[src/rtl/bcla_pkg.sv]
// Shared constants, FSM state type and width helper for the multi-word CLA adder.
package bcla_pkg;

    // Width of the single adder slice the sequencer time-shares.
    localparam int unsigned SLICE_W = 8;

    // Sequencer states.
    typedef enum logic [1:0] {
        IDLE = 2'd0,
        RUN  = 2'd1,
        DONE = 2'd2
    } state_e;

    // Bits needed to index WORDS slices. Never returns less than 1.
    function automatic int unsigned idx_w(input int unsigned words);
        return (words > 1) ? $clog2(words) : 1;
    endfunction

endpackage

[src/rtl/bcla_multiword_add_seq_if.sv]
// Valid/ready operand and result bus of the multi-word adder sequencer.
interface bcla_multiword_add_seq_if
    import bcla_pkg::*;
#(
    parameter int unsigned WORDS = 4
);
    localparam int unsigned OP_W = WORDS * SLICE_W;

    logic            in_valid;
    logic            in_ready;
    logic [OP_W-1:0] in_x;
    logic [OP_W-1:0] in_y;
    logic            in_cin;
    logic            out_valid;
    logic            out_ready;
    logic [OP_W:0]   out_s;
    logic            out_zero;
    logic            busy;

    // Producer/consumer side.
    modport master (
        output in_valid, in_x, in_y, in_cin, out_ready,
        input  in_ready, out_valid, out_s, out_zero, busy
    );

    // Adder sequencer side.
    modport slave (
        input  in_valid, in_x, in_y, in_cin, out_ready,
        output in_ready, out_valid, out_s, out_zero, busy
    );

endinterface

[src/rtl/bcla_slice_8.sv]
// Combinational 8-bit block carry look-ahead adder: two 4-bit lookahead groups
// combined through their group generate/propagate terms.
module bcla_slice_8
    import bcla_pkg::*;
(
    output logic [SLICE_W:0]   S,
    input  logic [SLICE_W-1:0] X,
    input  logic [SLICE_W-1:0] Y,
    input  logic               Cin
);

    // 4-bit lookahead group: returns {group_p, group_g, c[3:0]} with c[0] = ci.
    function automatic logic [5:0] cla4(input logic [3:0] g, input logic [3:0] p, input logic ci);
        logic [3:0] c;
        logic       gg;
        logic       gp;
        c[0] = ci;
        c[1] = g[0] | (p[0] & ci);
        c[2] = g[1] | (p[1] & g[0]) | (p[1] & p[0] & ci);
        c[3] = g[2] | (p[2] & g[1]) | (p[2] & p[1] & g[0]) | (p[2] & p[1] & p[0] & ci);
        gg   = g[3] | (p[3] & g[2]) | (p[3] & p[2] & g[1]) | (p[3] & p[2] & p[1] & g[0]);
        gp   = &p;
        return {gp, gg, c};
    endfunction

    logic [SLICE_W-1:0] g;
    logic [SLICE_W-1:0] p;
    logic [5:0]         lo;
    logic [5:0]         hi;
    logic               c4;
    logic               c8;

    assign g  = X & Y;
    assign p  = X ^ Y;
    assign lo = cla4(g[3:0], p[3:0], Cin);
    // Carry into the upper group straight from the lower group's G/P.
    assign c4 = lo[4] | (lo[5] & Cin);
    assign hi = cla4(g[7:4], p[7:4], c4);
    // Slice carry-out from both groups' G/P without waiting on c4.
    assign c8 = hi[4] | (hi[5] & lo[4]) | (hi[5] & lo[5] & Cin);
    assign S  = {c8, p ^ {hi[3:0], lo[3:0]}};

endmodule

[src/rtl/bcla_multiword_add_seq.sv]
// Multi-word adder that time-shares one 8-bit CLA slice, LSB slice first,
// with the inter-slice carry held in a register.
module bcla_multiword_add_seq
    import bcla_pkg::*;
#(
    parameter int unsigned WORDS = 4
)
(
    input  logic                        clk,
    input  logic                        rst_n,
    bcla_multiword_add_seq_if.slave     bus
);

    localparam int unsigned     IDX_W    = idx_w(WORDS);
    localparam logic [IDX_W-1:0] LAST_IDX = IDX_W'(WORDS - 1);

    state_e                         state_q;
    state_e                         state_d;
    logic [IDX_W-1:0]               idx_q;
    logic [IDX_W-1:0]               idx_d;
    logic                           carry_q;
    logic                           carry_d;
    logic [WORDS-1:0][SLICE_W-1:0]  x_q;
    logic [WORDS-1:0][SLICE_W-1:0]  x_d;
    logic [WORDS-1:0][SLICE_W-1:0]  y_q;
    logic [WORDS-1:0][SLICE_W-1:0]  y_d;
    logic [WORDS-1:0][SLICE_W-1:0]  res_q;
    logic [WORDS-1:0][SLICE_W-1:0]  res_d;
    logic                           res_msb_q;
    logic                           res_msb_d;
    logic                           out_valid_q;
    logic                           out_valid_d;
    logic                           out_zero_q;
    logic                           out_zero_d;
    logic [SLICE_W:0]               slice_s;

    // The one shared adder slice, fed the operand slices selected by idx.
    bcla_slice_8 u_slice (
        .S   (slice_s),
        .X   (x_q[idx_q]),
        .Y   (y_q[idx_q]),
        .Cin (carry_q)
    );

    // Next-state and datapath updates for IDLE -> RUN -> DONE.
    always_comb begin
        state_d     = state_q;
        idx_d       = idx_q;
        carry_d     = carry_q;
        x_d         = x_q;
        y_d         = y_q;
        res_d       = res_q;
        res_msb_d   = res_msb_q;
        out_valid_d = out_valid_q;
        out_zero_d  = out_zero_q;

        case (state_q)
            IDLE: begin
                if (bus.in_valid) begin
                    x_d        = bus.in_x;
                    y_d        = bus.in_y;
                    carry_d    = bus.in_cin;
                    idx_d      = '0;
                    res_d      = '0;
                    res_msb_d  = 1'b0;
                    out_zero_d = 1'b0;
                    state_d    = RUN;
                end
            end
            RUN: begin
                res_d[idx_q] = slice_s[SLICE_W-1:0];
                carry_d      = slice_s[SLICE_W];
                if (idx_q == LAST_IDX) begin
                    // Last slice: its carry-out becomes the sum MSB.
                    res_msb_d   = slice_s[SLICE_W];
                    idx_d       = '0;
                    out_valid_d = 1'b1;
                    out_zero_d  = ({slice_s[SLICE_W], res_d} == '0);
                    state_d     = DONE;
                end else begin
                    idx_d = idx_q + 1'b1;
                end
            end
            DONE: begin
                if (bus.out_ready) begin
                    out_valid_d = 1'b0;
                    state_d     = IDLE;
                end
            end
            default: begin
                out_valid_d = 1'b0;
                state_d     = IDLE;
            end
        endcase
    end

    // FSM state register; reset aborts any operation in flight.
    always_ff @(posedge clk or negedge rst_n) begin
        if (!rst_n) begin
            state_q <= IDLE;
        end else begin
            state_q <= state_d;
        end
    end

    // Operand, carry, index and result registers.
    always_ff @(posedge clk or negedge rst_n) begin
        if (!rst_n) begin
            idx_q       <= '0;
            carry_q     <= 1'b0;
            x_q         <= '0;
            y_q         <= '0;
            res_q       <= '0;
            res_msb_q   <= 1'b0;
            out_valid_q <= 1'b0;
            out_zero_q  <= 1'b0;
        end else begin
            idx_q       <= idx_d;
            carry_q     <= carry_d;
            x_q         <= x_d;
            y_q         <= y_d;
            res_q       <= res_d;
            res_msb_q   <= res_msb_d;
            out_valid_q <= out_valid_d;
            out_zero_q  <= out_zero_d;
        end
    end

    assign bus.in_ready  = (state_q == IDLE);
    assign bus.busy      = (state_q != IDLE);
    assign bus.out_valid = out_valid_q;
    assign bus.out_s     = {res_msb_q, res_q};
    assign bus.out_zero  = out_zero_q;

endmodule

[src/flat_wrapper.sv]
// flat-port wrapper written by rule: the top's interface ports become plain ports
module bcla_multiword_add_seq_flat import bcla_pkg::*;
#(
    parameter int unsigned WORDS = 4
)
  (clk, rst_n, bus_in_valid, bus_in_x, bus_in_y, bus_in_cin, bus_out_ready, bus_in_ready, bus_out_valid, bus_out_s, bus_out_zero, bus_busy);
  bcla_multiword_add_seq_if #(.WORDS(WORDS)) bus_i ();
  input  logic clk;
  input  logic rst_n;
  input wire logic [$bits(bus_i.in_valid)-1:0] bus_in_valid;
  input wire logic [$bits(bus_i.in_x)-1:0] bus_in_x;
  input wire logic [$bits(bus_i.in_y)-1:0] bus_in_y;
  input wire logic [$bits(bus_i.in_cin)-1:0] bus_in_cin;
  input wire logic [$bits(bus_i.out_ready)-1:0] bus_out_ready;
  output wire logic [$bits(bus_i.in_ready)-1:0] bus_in_ready;
  output wire logic [$bits(bus_i.out_valid)-1:0] bus_out_valid;
  output wire logic [$bits(bus_i.out_s)-1:0] bus_out_s;
  output wire logic [$bits(bus_i.out_zero)-1:0] bus_out_zero;
  output wire logic [$bits(bus_i.busy)-1:0] bus_busy;
  assign bus_i.in_valid = bus_in_valid;
  assign bus_i.in_x = bus_in_x;
  assign bus_i.in_y = bus_in_y;
  assign bus_i.in_cin = bus_in_cin;
  assign bus_i.out_ready = bus_out_ready;
  assign bus_in_ready = bus_i.in_ready;
  assign bus_out_valid = bus_i.out_valid;
  assign bus_out_s = bus_i.out_s;
  assign bus_out_zero = bus_i.out_zero;
  assign bus_busy = bus_i.busy;
  bcla_multiword_add_seq #(.WORDS(WORDS)) u_core (.clk(clk), .rst_n(rst_n), .bus(bus_i));
endmodule
[config.mk]
export PLATFORM = sky130hd
export DESIGN_NAME = bcla_multiword_add_seq_flat
export DESIGN_NICKNAME = d
export VERILOG_FILES = /design/src/rtl/bcla_pkg.sv /design/src/rtl/bcla_multiword_add_seq_if.sv /design/src/rtl/bcla_slice_8.sv /design/src/rtl/bcla_multiword_add_seq.sv /design/src/flat_wrapper.sv
export SDC_FILE = /design/constraint.sdc
export NUM_CORES = 1
export LEC_CHECK = 0
export BUFFER_PORTS_ARGS = -buffer_cell sky130_fd_sc_hd__buf_2
export CAP_MARGIN = 20
export CORE_AREA = 2 2 93 95
export CTS_BUF_LIST = sky130_fd_sc_hd__clkbuf_2
export DETAILED_ROUTE_END_ITERATION = 8
export DIE_AREA = 0 0 95 97
export PLACE_DENSITY = 0.86
export SYNTH_ARGS = -nofsm -noshare
export SYNTH_HDL_FRONTEND = slang
export SYNTH_SLANG_ARGS = --single-unit
[constraint.sdc]
create_clock -name clk -period 5.4 [get_ports clk]
set_input_delay 0.27 -clock clk [delete_from_list [all_inputs] [get_ports clk]]
set_output_delay 0.27 -clock clk [all_outputs]
set_load 0.01 [all_outputs]
==> impl_results.md <==
- Crit path capture type: flip-flop
- Via-to-Cell Ratio: 5.80
- Post-CTS Setup Inserts: 0
- Critical Path RT: 5940 ps
- Drt wl/cell: 19.4 um
- Overall Global Routing Usage: 28.7%
- Share of synthesized flip-flops with an asynchronous set or reset: 100%
- Hold path startpoint: bus_in_cin
- Worst-Margin Slew: 874 ps
- Slew Limit Fails: 0
- Syn_area_per_cell: 13.3 um2
- Synthesized Nets: 448
- Antenna Cells: 0
- Mapped Cells: 365
- Final Setup Violations: 0
- Ys Warns: 0
- Worst Hold Path Cells: 4
- CTS Buf Count: 9
- Die height: 97 um
- CP most frequent cell: o21ai_0
- Clock-pin slew on the worst setup and hold paths: 300 ps
- Resize count post-CTS: 0
- Initial drt markers: 248
- Initial core utilization: 59.8%
- CTS root buffer: clkbuf_2
- Period utilization: 83.1%
- First-pass GRT wire length: 20.0 mm
- Vias in the first global route: 3948
- Layout cells sized above 1: 39.6%
- Worst Hold Slack: 41.4 ps
- Drt pass-1 iters: 4
- End of the worst hold path: u_core.carry_q
- Seq/Total Area, Yosys: 53.5%
- Max-Cap Viols: 0
- Max IR drop VDD: 364 uV
- CTS H-tree lvls: 3
- Largest net degree at the start of global routing: 65
- Final WL: 12.5 mm
- Switch share: 46.4%
- RR Endpoint: u_core.bus.out_zero
- Antenna violations before repair: 0
- Flops & latches, synth: 104
- GPL Wtd Cong: 0.870
- Die area: 9220 um2
- Leading cell types in the layout, fill and taps excluded: 104 x buf_2, 104 x dfrtp_1, 67 x dlygate4sd3_1
- Clock latency on the worst-skew pair: 600 ps
- Vias post-DR: 3743
- Seq pwr share: 31.3%
- Rows: 33
- Worst r2r src: u_core.idx_q[0]
- Sequential Area: 2600 um2
- Synth-to-Final Area Change: 28.2%
- Internal power: 2.40 mW
- Pre-CTS WS: 1120 ps
- FMAX: 223 MHz
- Top delay family on crit path: compound AO/OA/AOI/OAI gates
- Worst Path Class, Setup: reg2reg
- Routed Antenna Nets: 0
- Post-DP Area: 5470 um2
- Synth Cell Area: 4860 um2
- Fin crit period: 4490 ps
- I/O pin count: 106
- Worst hold-check path type: in2reg
- Status: finished clean
- R2R cell count: 13
- Crit path arrival time: 5030 ps
- # DRC: 0
- Placed wire-length estimate: 7.88 mm
- Die X: 95 um
- Core area: 8130 um2
- Final Hold Viols: 0
- Part of the power in the clock network: 7.8%
- FF-to-FF setup slack: 910 ps
- I/O Buffers: 105
- Clock sinks: 104
- EDFF count, synth: 0
- Finished Layout Cells: 645
- Synth unique cells: 45
- Fill cells: 510
- Max_slew headroom: 41.3%
- CP max FO: 13
- Worst Slack Setup Final: 910 ps
- CTS tree: built
- Final setup TNS: 0 ps
- Clock buffer depth: 2
- Multi-input gate area: 2140 um2
- Dpl cells: 563
- Cts hold-fix bufs: 67
- Switching power: 2.08 mW
- RSZ-0062 raised after global routing: false
- Comb pwr share: 60.9%
- Final non-filler cell area: 6240 um2
- CP startpoint kind: flip-flop
- Crit-path cells: buf_4 -> mux4_2 -> ha_1 -> o21ai_0 -> nor2_1 -> o21ai_0 -> nand2b_1 -> fa_1 -> xnor2_1 -> nand3_1 -> o21ai_0 -> nand4_1 -> o31ai_1
- Clock skew: 34.0 ps
- Pleak: 2.85 nW
- Nets: 619
- Slowest-stage cell, CP: dfrtp_1
- Worst path bufs/invs: 1
- Gr ovfl total: 0
- Pwr per Cell Area: 719 nW/um2
- Most used DFF post-synth: dfrtp_1
- Crit-path max cell delay: 880 ps
[worst reg2reg max path: cells and delay by family (launching register included)]
family / cells / cell delay, ps
compound gates: 4 / 940
xor+xnor: 1 / 480
fa+ha+maj: 2 / 730
buf+inv: 1 / 330
flops: 1 / 880
mux: 1 / 520
simple gates: 4 / 540
[kinds of logic (layout without fill, tap and decap cells)]
logic type | count (synthesis) | after routing | share of synthesized area [%]
buffers and inverters | 26 | 201 | 2.52
muxes | 80 | 80 | 22.2
AOI/OAI and AO/OA | 75 | 75 | 10.9
xor gates and xnor gates | 3 | 3 | 0.695
and+or+nand+nor | 63 | 63 | 6.23
DFF | 104 | 104 | 53.5
adders and majority gates | 14 | 14 | 3.91
[final cells by class]
cell class                 count  share of cell area, %
timing repair buffer         176                   19.7
multi-input combinational    235                   34.3
inverter                      10                  0.602
clock inverter                 6                  0.823
sequential                   104                   41.7
clock buffer                   9                  0.722
tap                          105                   2.11
[worst max-delay path by stage]
stage / start / end / slack [ps] / cells past startpoint
5_1_grt: u_core.idx_q[0] / u_core.bus.out_zero / 530 / 13
3_5_place_dp: u_core.idx_q[0] / u_core.bus.out_zero / 1120 / 13
3_3_place_gp: u_core.idx_q[0] / u_core.bus.out_zero / 1300 / 12
4_1_cts: u_core.idx_q[0] / u_core.bus.out_zero / 1020 / 13
6_report: u_core.idx_q[0] / u_core.bus.out_zero / 910 / 13
2_1_floorplan: u_core.idx_q[0] / u_core.bus.out_zero / 1940 / 12
[per-layer routing]
layer	wire length (um)	vias to the layer above	GRT usage [%]
li1	-	1691	-
met1	4990	1884	36.4
met2	6580	136	49.5
met3	593	32	4.60
met4	340	0	9.92
met5	0	-	0
[Yosys cell counts, types with 5 or more instances]
master	instances	area share, %
mux2_2	64	15
mux4_2	16	7.4
clkbuf_1	6	0.46
inv_1	10	0.77
o21ai_0	28	2.9
a211oi_1	5	0.77
buf_2	5	0.51
a21oi_1	8	0.82
a32o_1	6	1.2
nor4_1	5	0.64
dfrtp_1	104	54
nor2_1	10	0.77
o21ai_1	5	0.51
nand2_1	28	2.2
ha_1	12	3.1
a22o_1	9	1.6
buf_4	5	0.77
[sequential cells by signal (all words and copies together), names as in the netlist]
name                  count
u_core.state_q            2
u_core.bus.out_s         32
u_core.bus.out_zero       1
u_core.res_msb_q          1
u_core.bus.out_valid      1
u_core.y_q               32
u_core.idx_q              2
u_core.carry_q            1
u_core.x_q               32
[power groups by stage]
stage          Clock (mW)  Sequential [mW]  Combinational (mW)
2_1_floorplan           0             1.32                1.96
4_1_cts             0.346             1.39                2.67
3_3_place_gp            0             1.39                2.55
5_1_grt             0.385             1.44                2.94
6_report            0.351             1.40                2.73
3_5_place_dp            0             1.41                2.63
[per-stage QoR]
step / utilization [%] / total power, mW
2_1_floorplan: - / 3.28
3_3_place_gp: 67.2 / 3.94
3_5_place_dp: 67.2 / 4.04
4_1_cts: 76.7 / 4.41
5_1_grt: 76.7 / 4.77
6_report: 76.7 / 4.49
Note: power is estimated with default switching activity, not from simulation.
